### src/rtl/breath_pkg.sv
// Shared definitions for the breathing PWM fader.
// Holds the per-channel state encoding and the default PWM period / duty step
// used when the fader is instantiated without overrides.
package breath_pkg;

  typedef enum logic [1:0] {
    ST_IDLE = 2'd0,
    ST_RISE = 2'd1,
    ST_FALL = 2'd2
  } breath_state_e;

  // 1000 clocks at 50 MHz gives a 50 kHz PWM carrier.
  localparam int DEF_PWM_PERIOD = 1000;
  localparam int DEF_DUTY_STEP  = 2;

endpackage

### src/rtl/breath_pwm_chan.sv
// One breathing LED channel: state machine, duty register and PWM compare.
// Ports:
//   clk        system clock
//   rst_n      synchronous active-low reset
//   cnt_pwm    shared PWM period counter, 0..PWM_PERIOD-1
//   period_end high on the last count of each PWM period
//   en         channel enable (active-high, already inverted by the top)
//   led_n      registered PWM drive, 0 = lit
//   duty       current duty register
module breath_pwm_chan
  import breath_pkg::*;
#(
  parameter int PWM_PERIOD = DEF_PWM_PERIOD,
  parameter int DUTY_STEP  = DEF_DUTY_STEP,
  parameter int DW         = $clog2(PWM_PERIOD + 1)
) (
  input  logic          clk,
  input  logic          rst_n,
  input  logic [DW-1:0] cnt_pwm,
  input  logic          period_end,
  input  logic          en,
  output logic          led_n,
  output logic [DW-1:0] duty
);

  localparam logic [DW-1:0] STEP_D = DW'(DUTY_STEP);
  localparam logic [DW-1:0] PER_D  = DW'(PWM_PERIOD);
  localparam logic [DW:0]   STEP_X = (DW + 1)'(DUTY_STEP);
  localparam logic [DW:0]   PER_X  = (DW + 1)'(PWM_PERIOD);

  breath_state_e r_state;
  breath_state_e w_state_nxt;
  logic [DW-1:0] r_duty;
  logic [DW-1:0] w_duty_nxt;
  logic          r_led_n;

  // Sums carry one extra bit so the top-of-ramp test cannot wrap.
  logic [DW:0]   w_up;
  logic [DW-1:0] w_dn;
  logic          w_le_step;

  assign w_up      = {1'b0, r_duty} + STEP_X;
  assign w_dn      = r_duty - STEP_D;   // only used when r_duty > DUTY_STEP
  assign w_le_step = ({1'b0, r_duty} <= STEP_X);

  always_comb begin
    w_state_nxt = r_state;
    w_duty_nxt  = r_duty;
    if (period_end) begin
      case (r_state)
        ST_IDLE: begin
          if (en) begin
            w_state_nxt = ST_RISE;
            w_duty_nxt  = STEP_D;
          end else begin
            w_state_nxt = ST_IDLE;
            w_duty_nxt  = '0;
          end
        end
        ST_RISE: begin
          if (!en) begin
            // Disable mid-ramp turns straight into a fade-out.
            w_state_nxt = ST_FALL;
            w_duty_nxt  = w_le_step ? '0 : w_dn;
          end else if (w_up >= PER_X) begin
            w_state_nxt = ST_FALL;
            w_duty_nxt  = PER_D;
          end else begin
            w_duty_nxt  = w_up[DW-1:0];
          end
        end
        ST_FALL: begin
          if (w_le_step) begin
            // Bottom of the breath: restart or go dark with no idle period.
            w_duty_nxt  = '0;
            w_state_nxt = en ? ST_RISE : ST_IDLE;
          end else begin
            w_duty_nxt  = w_dn;
          end
        end
        default: begin
          w_state_nxt = ST_IDLE;
          w_duty_nxt  = '0;
        end
      endcase
    end
  end

  always_ff @(posedge clk) begin
    if (!rst_n) begin
      r_state <= ST_IDLE;
      r_duty  <= '0;
      r_led_n <= 1'b1;
    end else begin
      r_state <= w_state_nxt;
      r_duty  <= w_duty_nxt;
      // Compare uses the duty committed at the previous period end.
      r_led_n <= (cnt_pwm < r_duty) ? 1'b0 : 1'b1;
    end
  end

  assign led_n = r_led_n;
  assign duty  = r_duty;

endmodule

### src/rtl/breath_pwm_fader.sv
// Four-channel breathing PWM fader placed after the LED sequencer.
// Each enabled channel ramps its brightness up and down as a triangle; a
// disabled channel fades to dark. One PWM period counter is shared.
// Ports:
//   clk        system clock (50 MHz)
//   rst_n      synchronous active-low reset
//   led_in_n   per-channel enable, 0 = on
//   led_out_n  PWM drive to the LED pins, 0 = lit
//   duty_dbg   concatenated duty registers, channel 3 in the MSBs
module breath_pwm_fader
  import breath_pkg::*;
#(
  parameter int PWM_PERIOD = DEF_PWM_PERIOD,
  parameter int DUTY_STEP  = DEF_DUTY_STEP,
  parameter int DW         = $clog2(PWM_PERIOD + 1)
) (
  input  logic            clk,
  input  logic            rst_n,
  input  logic [3:0]      led_in_n,
  output logic [3:0]      led_out_n,
  output logic [4*DW-1:0] duty_dbg
);

  localparam logic [DW-1:0] CNT_MAX = DW'(PWM_PERIOD - 1);

  logic [DW-1:0] r_cnt_pwm;
  logic          w_period_end;

  assign w_period_end = (r_cnt_pwm == CNT_MAX);

  always_ff @(posedge clk) begin
    if (!rst_n) begin
      r_cnt_pwm <= '0;
    end else if (w_period_end) begin
      r_cnt_pwm <= '0;
    end else begin
      r_cnt_pwm <= r_cnt_pwm + 1'b1;
    end
  end

  for (genvar gi = 0; gi < 4; gi++) begin : g_chan
    breath_pwm_chan #(
      .PWM_PERIOD (PWM_PERIOD),
      .DUTY_STEP  (DUTY_STEP),
      .DW         (DW)
    ) u_chan (
      .clk        (clk),
      .rst_n      (rst_n),
      .cnt_pwm    (r_cnt_pwm),
      .period_end (w_period_end),
      .en         (~led_in_n[gi]),
      .led_n      (led_out_n[gi]),
      .duty       (duty_dbg[gi*DW +: DW])
    );
  end

endmodule

### config.mk
export PLATFORM = sky130hd
export DESIGN_NAME = breath_pwm_fader
export DESIGN_NICKNAME = d
export VERILOG_FILES = /design/src/rtl/breath_pkg.sv /design/src/rtl/breath_pwm_chan.sv /design/src/rtl/breath_pwm_fader.sv
export SDC_FILE = /design/constraint.sdc
export NUM_CORES = 1
export LEC_CHECK = 0
export CAP_MARGIN = 20
export CORE_MARGIN = 5
export CORE_UTILIZATION = 30
export DETAILED_ROUTE_END_ITERATION = 10
export GPL_ROUTABILITY_DRIVEN = 0
export HOLD_SLACK_MARGIN = 0.12
export MAX_ROUTING_LAYER = met4
export PLACE_DENSITY = 0.59
export SETUP_SLACK_MARGIN = 0.4
export SLEW_MARGIN = 20
export SYNTH_ARGS = -nofsm -noshare
export SYNTH_HDL_FRONTEND = slang
export SYNTH_SLANG_ARGS = --single-unit
### constraint.sdc
create_clock -name clk -period 2.8 [get_ports clk]
set_input_delay 0.56 -clock clk [delete_from_list [all_inputs] [get_ports clk]]
set_output_delay 0.56 -clock clk [all_outputs]
set_load 0.02 [all_outputs]
# [After elaboration in Yosys (flattened, before gate mapping)]
# Cells that the tools add are included.
[totals] n_memories=0 in_bits=6 output_inout_bits=44 mem_bits_ro=0 word_cells=105 ff_bits=62 latch_bits=0 mem_bits_rw=0
[op_classes] n_bitwise=1 reduce_logical=9 eq_ne=17 shifts=0 addsub=9 n_lt_le_gt_ge=12 div=0 mux=44 mul=0
[op_table] op="2-to-1 mux 10 bit" count=12
[op_table] op="one-hot mux 10 bit (3 select lines)" count=4
[op_table] op="adder 10 x 2 -> 11 bit, second input constant" count=4
[op_table] op=">= comparator 11 x 10 -> 1 bit, second input constant" count=4
[op_table] op="<= comparator 10 x 2 -> 1 bit, second input constant" count=4
[op_table] op="less-than comparator 10 bit" count=4
[op_table] op="subtractor 10 x 2 -> 10 bit, second input constant" count=4
[op_table] op="2-to-1 mux 2 bit" count=16
[op_table] op="one-hot mux 2 bit (3 select lines)" count=4
[op_table] op="!= test 3 x 2 -> 1 bit, second input constant" count=4
[op_table] op="AND reduction 3 bit" count=4
[op_table] op="adder 10 x 1 -> 10 bit, second input constant" count=1
[op_table] op="equality test 10 bit, second input constant" count=1
[op_table] op="equality test 2 x 1 -> 1 bit, second input constant" count=4
[op_table] op="equality test 2 bit, second input constant" count=4
[op_table] op="zero test 2 bit" count=4
[op_table] op="2-to-1 mux 1 bit" count=8
[op_table] op="!= test 2 x 1 -> 1 bit, second input constant" count=4
[op_table] op="OR reduction 2 bit" count=1
[op_table] op="inverter 1 bit" count=1

# [Logic depth before layout (Yosys ltp)]
[logic_depth] word_depth=5 mapped_depth=9 mapped_depth_nobuf=8

# [Cells and area by module]
# From an unflattened synthesis, not the netlist that was laid out.
[unflattened] hier_cells=858 area_unflattened_um2=6344.8
[by_module_without_submodules] module="breath_pwm_chan" seq_area_each_um2=260.2 cells_per_inst=201 n_inst=4 area_each_um2=1470.2
[by_module_without_submodules] module="breath_pwm_fader" seq_area_each_um2=200.2 cells_per_inst=54 n_inst=1 area_each_um2=464.2

# [Worst setup path after synthesis]
# No wires, ideal clock.
[synth_path] path_kind="register to register" startpoint="reg g_chan[3].u_chan.r_duty[2]" endpoint="reg g_chan[3].u_chan.r_duty[7]" stages_incl_launch_ff=10 period_less_slack_ns=2.283 path_buffers=1 required_time_ns=2.683 setup_ns=0.117 arrival_time_ns=2.166 slack_ns=0.517 path_cell_list="dfxtp_1 -> clkbuf_1 -> inv_1 -> ha_1 -> or4b_2 -> nor2_1 -> nor3_1 -> o21ai_0 -> o41ai_1 -> a32o_1"
[synth_between] elab_chain_cells=5 word_cells_on_any_way=8 cone_classes="add/sub: 2; order compare: 2; mux: 4"
[synth_rtl] item="start: declaration" line_no="breath_pwm_chan.sv:33" source="logic [DW-1:0] r_duty;"
[synth_rtl] item="start signal: assignment" line_no="breath_pwm_chan.sv:96" source="r_duty <= w_duty_nxt;"
[synth_rtl] item="adder 10 x 2 -> 11 bit" line_no="breath_pwm_chan.sv:42" source="assign w_up = {1'b0, r_duty} + STEP_X;"
[synth_rtl] item=">= comparator 11 x 10 -> 1 bit" line_no="breath_pwm_chan.sv:65" source="end else if (w_up >= PER_X) begin"
[synth_rtl] item="2-to-1 mux 10 bit" line_no="breath_pwm_chan.sv:65"
[synth_rtl] item="2-to-1 mux 10 bit" line_no="breath_pwm_chan.sv:61" source="if (!en) begin"
[synth_rtl] item="one-hot mux 10 bit (3 select lines) (*)" line_no="breath_pwm_chan.sv:50" source="case (r_state)"
# Mark *: on every way between the ends. The rest lies on a longest branch, timed or not.
# A chain may end at the register's enable or synchronous reset.

# [Worst setup path in the final report]
# Same ends and word-level chain as after synthesis.

==> metrics <==
Yosys warning total 0; Clock Skews 6.75 ps; number of fill cells in the layout 2000; TNS Setup 0 ps; Initial DRC Count 651; Port Buffer Count 49; CTS H-tree lvls 3; crit path DAT 2500 ps; Rows 51; Worst-Margin Slew 568 ps; Die X 150 µm; post-synthesis sequential area ratio 0.212; Critical Path RT 3030 ps; diodes inserted 0; status completed; Post-synth EDFFs 0; pin count of the biggest net entering global routing 24; top-area cell type share of the netlist area 0.212; Routed WL 18800 µm; Congestion Overflow GR 0; Mapped Area 5870 µm²; Setup Crit Path Kind reg -> reg; Placed Cells 1067; Fin Hold WS 487 ps; DIE AREA 22400 µm²; Slew Limit Headroom 0.621; number of register bits inferred by synthesis 62; Slew Limit Fails 0; initial core utilization 0.303; max_cap viols 0; Remaining DRCs 0; Synth cell types 83; # IOs 50; crit path max fanout 11; share of cells above drive strength 1 0.118; cell family with most CP delay simple AND/OR/NAND/NOR gates; most common cell in the synthesized netlist dfxtp_1; Inserted Clock Buffers 9; critical path's slowest cell or4b_2; peak supply drop 0.286 mV; drt first pass iters 5; Final Setup Violations 0; Mapped Cells 771; final setup margin 532 ps; Cell Chain, Critical Path inv_1, ha_2, or4b_2, nor2_1, nor3_1, o21ai_0, o41ai_1, a32o_1; Final period util 0.810; Main synth FF type dfxtp_1; vias after detailed routing 6222; final hold vios 0; clk buf depth 2; min-delay worst type reg -> reg; Routed Antenna Nets 0; unrepaired setup endpoints after global routing no; Non-Filler Instances 1081; CTS Root Cell clkbuf_16; CP endpoint kind flop; Reg clk slew, reported paths 50 ps; Layout Area Growth over Synthesis 19.6%; Synth Net Count 826; top cells by instance count after synthesis dfxtp_1, nor2_1, nand2_1; initial antenna violation count 0; vias in the first global route 5926; Final Util 0.363; Mean Syn Cell Area 7.61 µm²; first-pass GRT wire length 30700 µm; Critical Path Max Stage Delay 690 ps; HPWL Detailed 13700 µm; Total GRT Usage 0.172; Post-CTS Setup Bufs 0; Clock Latency Late Sink 340 ps; Leak 2.44 nW; worst path buffer plus inverter count 1; FFs w/ async S/R, synth 0; WL per Instance 17.4 µm; Sinks on Clock Net 62; PwrDens 295 nW/µm²; total core area 19300 µm²; Final Net Count 868; achievable frequency 0.441 GHz; vias per inst 5.76; TritonCTS clock tree yes; Final min period 2270 ps; DP Worst Slack 361 ps; Die H 150 µm; Yosys top cell by area dfxtp_1; startpoint types flop; top post-synthesis cells by area dfxtp_1, ha_1, o21ai_0
-- cells by family (layout without fill, tap and decap cells) --
kind of cell / count (synthesis) / in the layout / share of synthesized area
multiplexers: 3 / 3 / 0.00533
AO/OA/AOI/OAI: 253 / 253 / 0.309
buffers and inverters: 92 / 137 / 0.0676
adder cells (fa/ha/maj): 50 / 50 / 0.106
XOR/XNOR: 31 / 31 / 0.0463
flip-flops: 62 / 62 / 0.212
AND/OR/NAND/NOR: 280 / 280 / 0.254
-- worst paths after layout --
check	start	endpoint	slack, ps	cells after the start
setup reg to reg	g_chan[3].u_chan.duty[2]	g_chan[3].u_chan.duty[7]	530	8
hold reg to reg	g_chan[0].u_chan.duty[0]	g_chan[0].u_chan.duty[0]	490	2
hold / removal	g_chan[0].u_chan.duty[0]	g_chan[0].u_chan.duty[0]	490	2
setup / recovery	g_chan[3].u_chan.duty[2]	g_chan[3].u_chan.duty[7]	530	8
-- cell usage in the layout (no fill, tap or decap), types with 6 or more instances in the layout --
cell and n:
clkdlybuf4s50_1 49, o41ai_1 6, a31oi_1 15, nand3_1 36, nand3b_1 7, nand2_1 51, clkbuf_16 9, nand2b_1 17
and3_1 9, nor2_1 53, dfxtp_1 60, a22oi_1 6, o31ai_1 10, or3_1 11, a211o_1 7, buf_4 35
a21oi_1 38, a21o_1 10, a211oi_1 13, nand4_1 14, or2_2 10, nor4_1 7, xnor2_1 26, a32o_1 6
nor2b_1 8, o211ai_1 17, ha_1 45, o21a_1 9, inv_1 37, o22ai_1 9, o21ai_0 49, nor3_1 22
-- worst reg2reg max path, cell delays in order, from the launching register on --
cell,delay [ps]
dfxtp_2,370
inv_1,140
ha_2,260
or4b_2,690
nor2_1,190
nor3_1,60
o21ai_0,140
o41ai_1,90
a32o_1,220
-- cell type report --
cell class                      instances  area (µm²)  share of cell area
Sequential cell                        62        1240               0.177
Multi-Input combinational cell        617        4280               0.611
Inverter                               39         146              0.0209
Tap cell                              265         332              0.0473
Clock inverter                          2        10.0             0.00143
Timing Repair Buffer                   84         753               0.107
Clock buffer                           12         246              0.0351
-- where the power goes --
part / switching [W] / internal, W
combinational: 0.0000908 / 0.0000742
sequential: 0.00000348 / 0.000892
clock: 0.000401 / 0.000610
-- registers in the layout, summed over array words and instances, names as in the netlist --
| name | flops |
|---|---|
| g_chan.u_chan.led_n | 4 |
| g_chan.u_chan.r_state | 8 |
| r_cnt_pwm | 10 |
| g_chan.u_chan.duty | 40 |
-- per-stage QoR --
stage	instance area (µm²)	total power [W]
global route	7010	0.00216
CTS	6970	0.00211
finish	7010	0.00207
detailed placement	6710	0.00108
floorplan	5870	0.00102
global placement	6710	0.00108
-- timing repair --
item	CTS	global route
gates resized for setup	2	14
hold buffers	0	0
setup endpoints to repair	3	30
-- per-layer routing --
metal / part of all wire / GRT usage / up-vias
met4: 0.015 / 0.0448 / 0
li1: - / - / 2996
met3: 0.067 / 0.0348 / 35
met5: 0 / - / -
met1: 0.46 / 0.229 / 2931
met2: 0.45 / 0.266 / 260
Note: power is estimated with default switching activity, not from simulation.
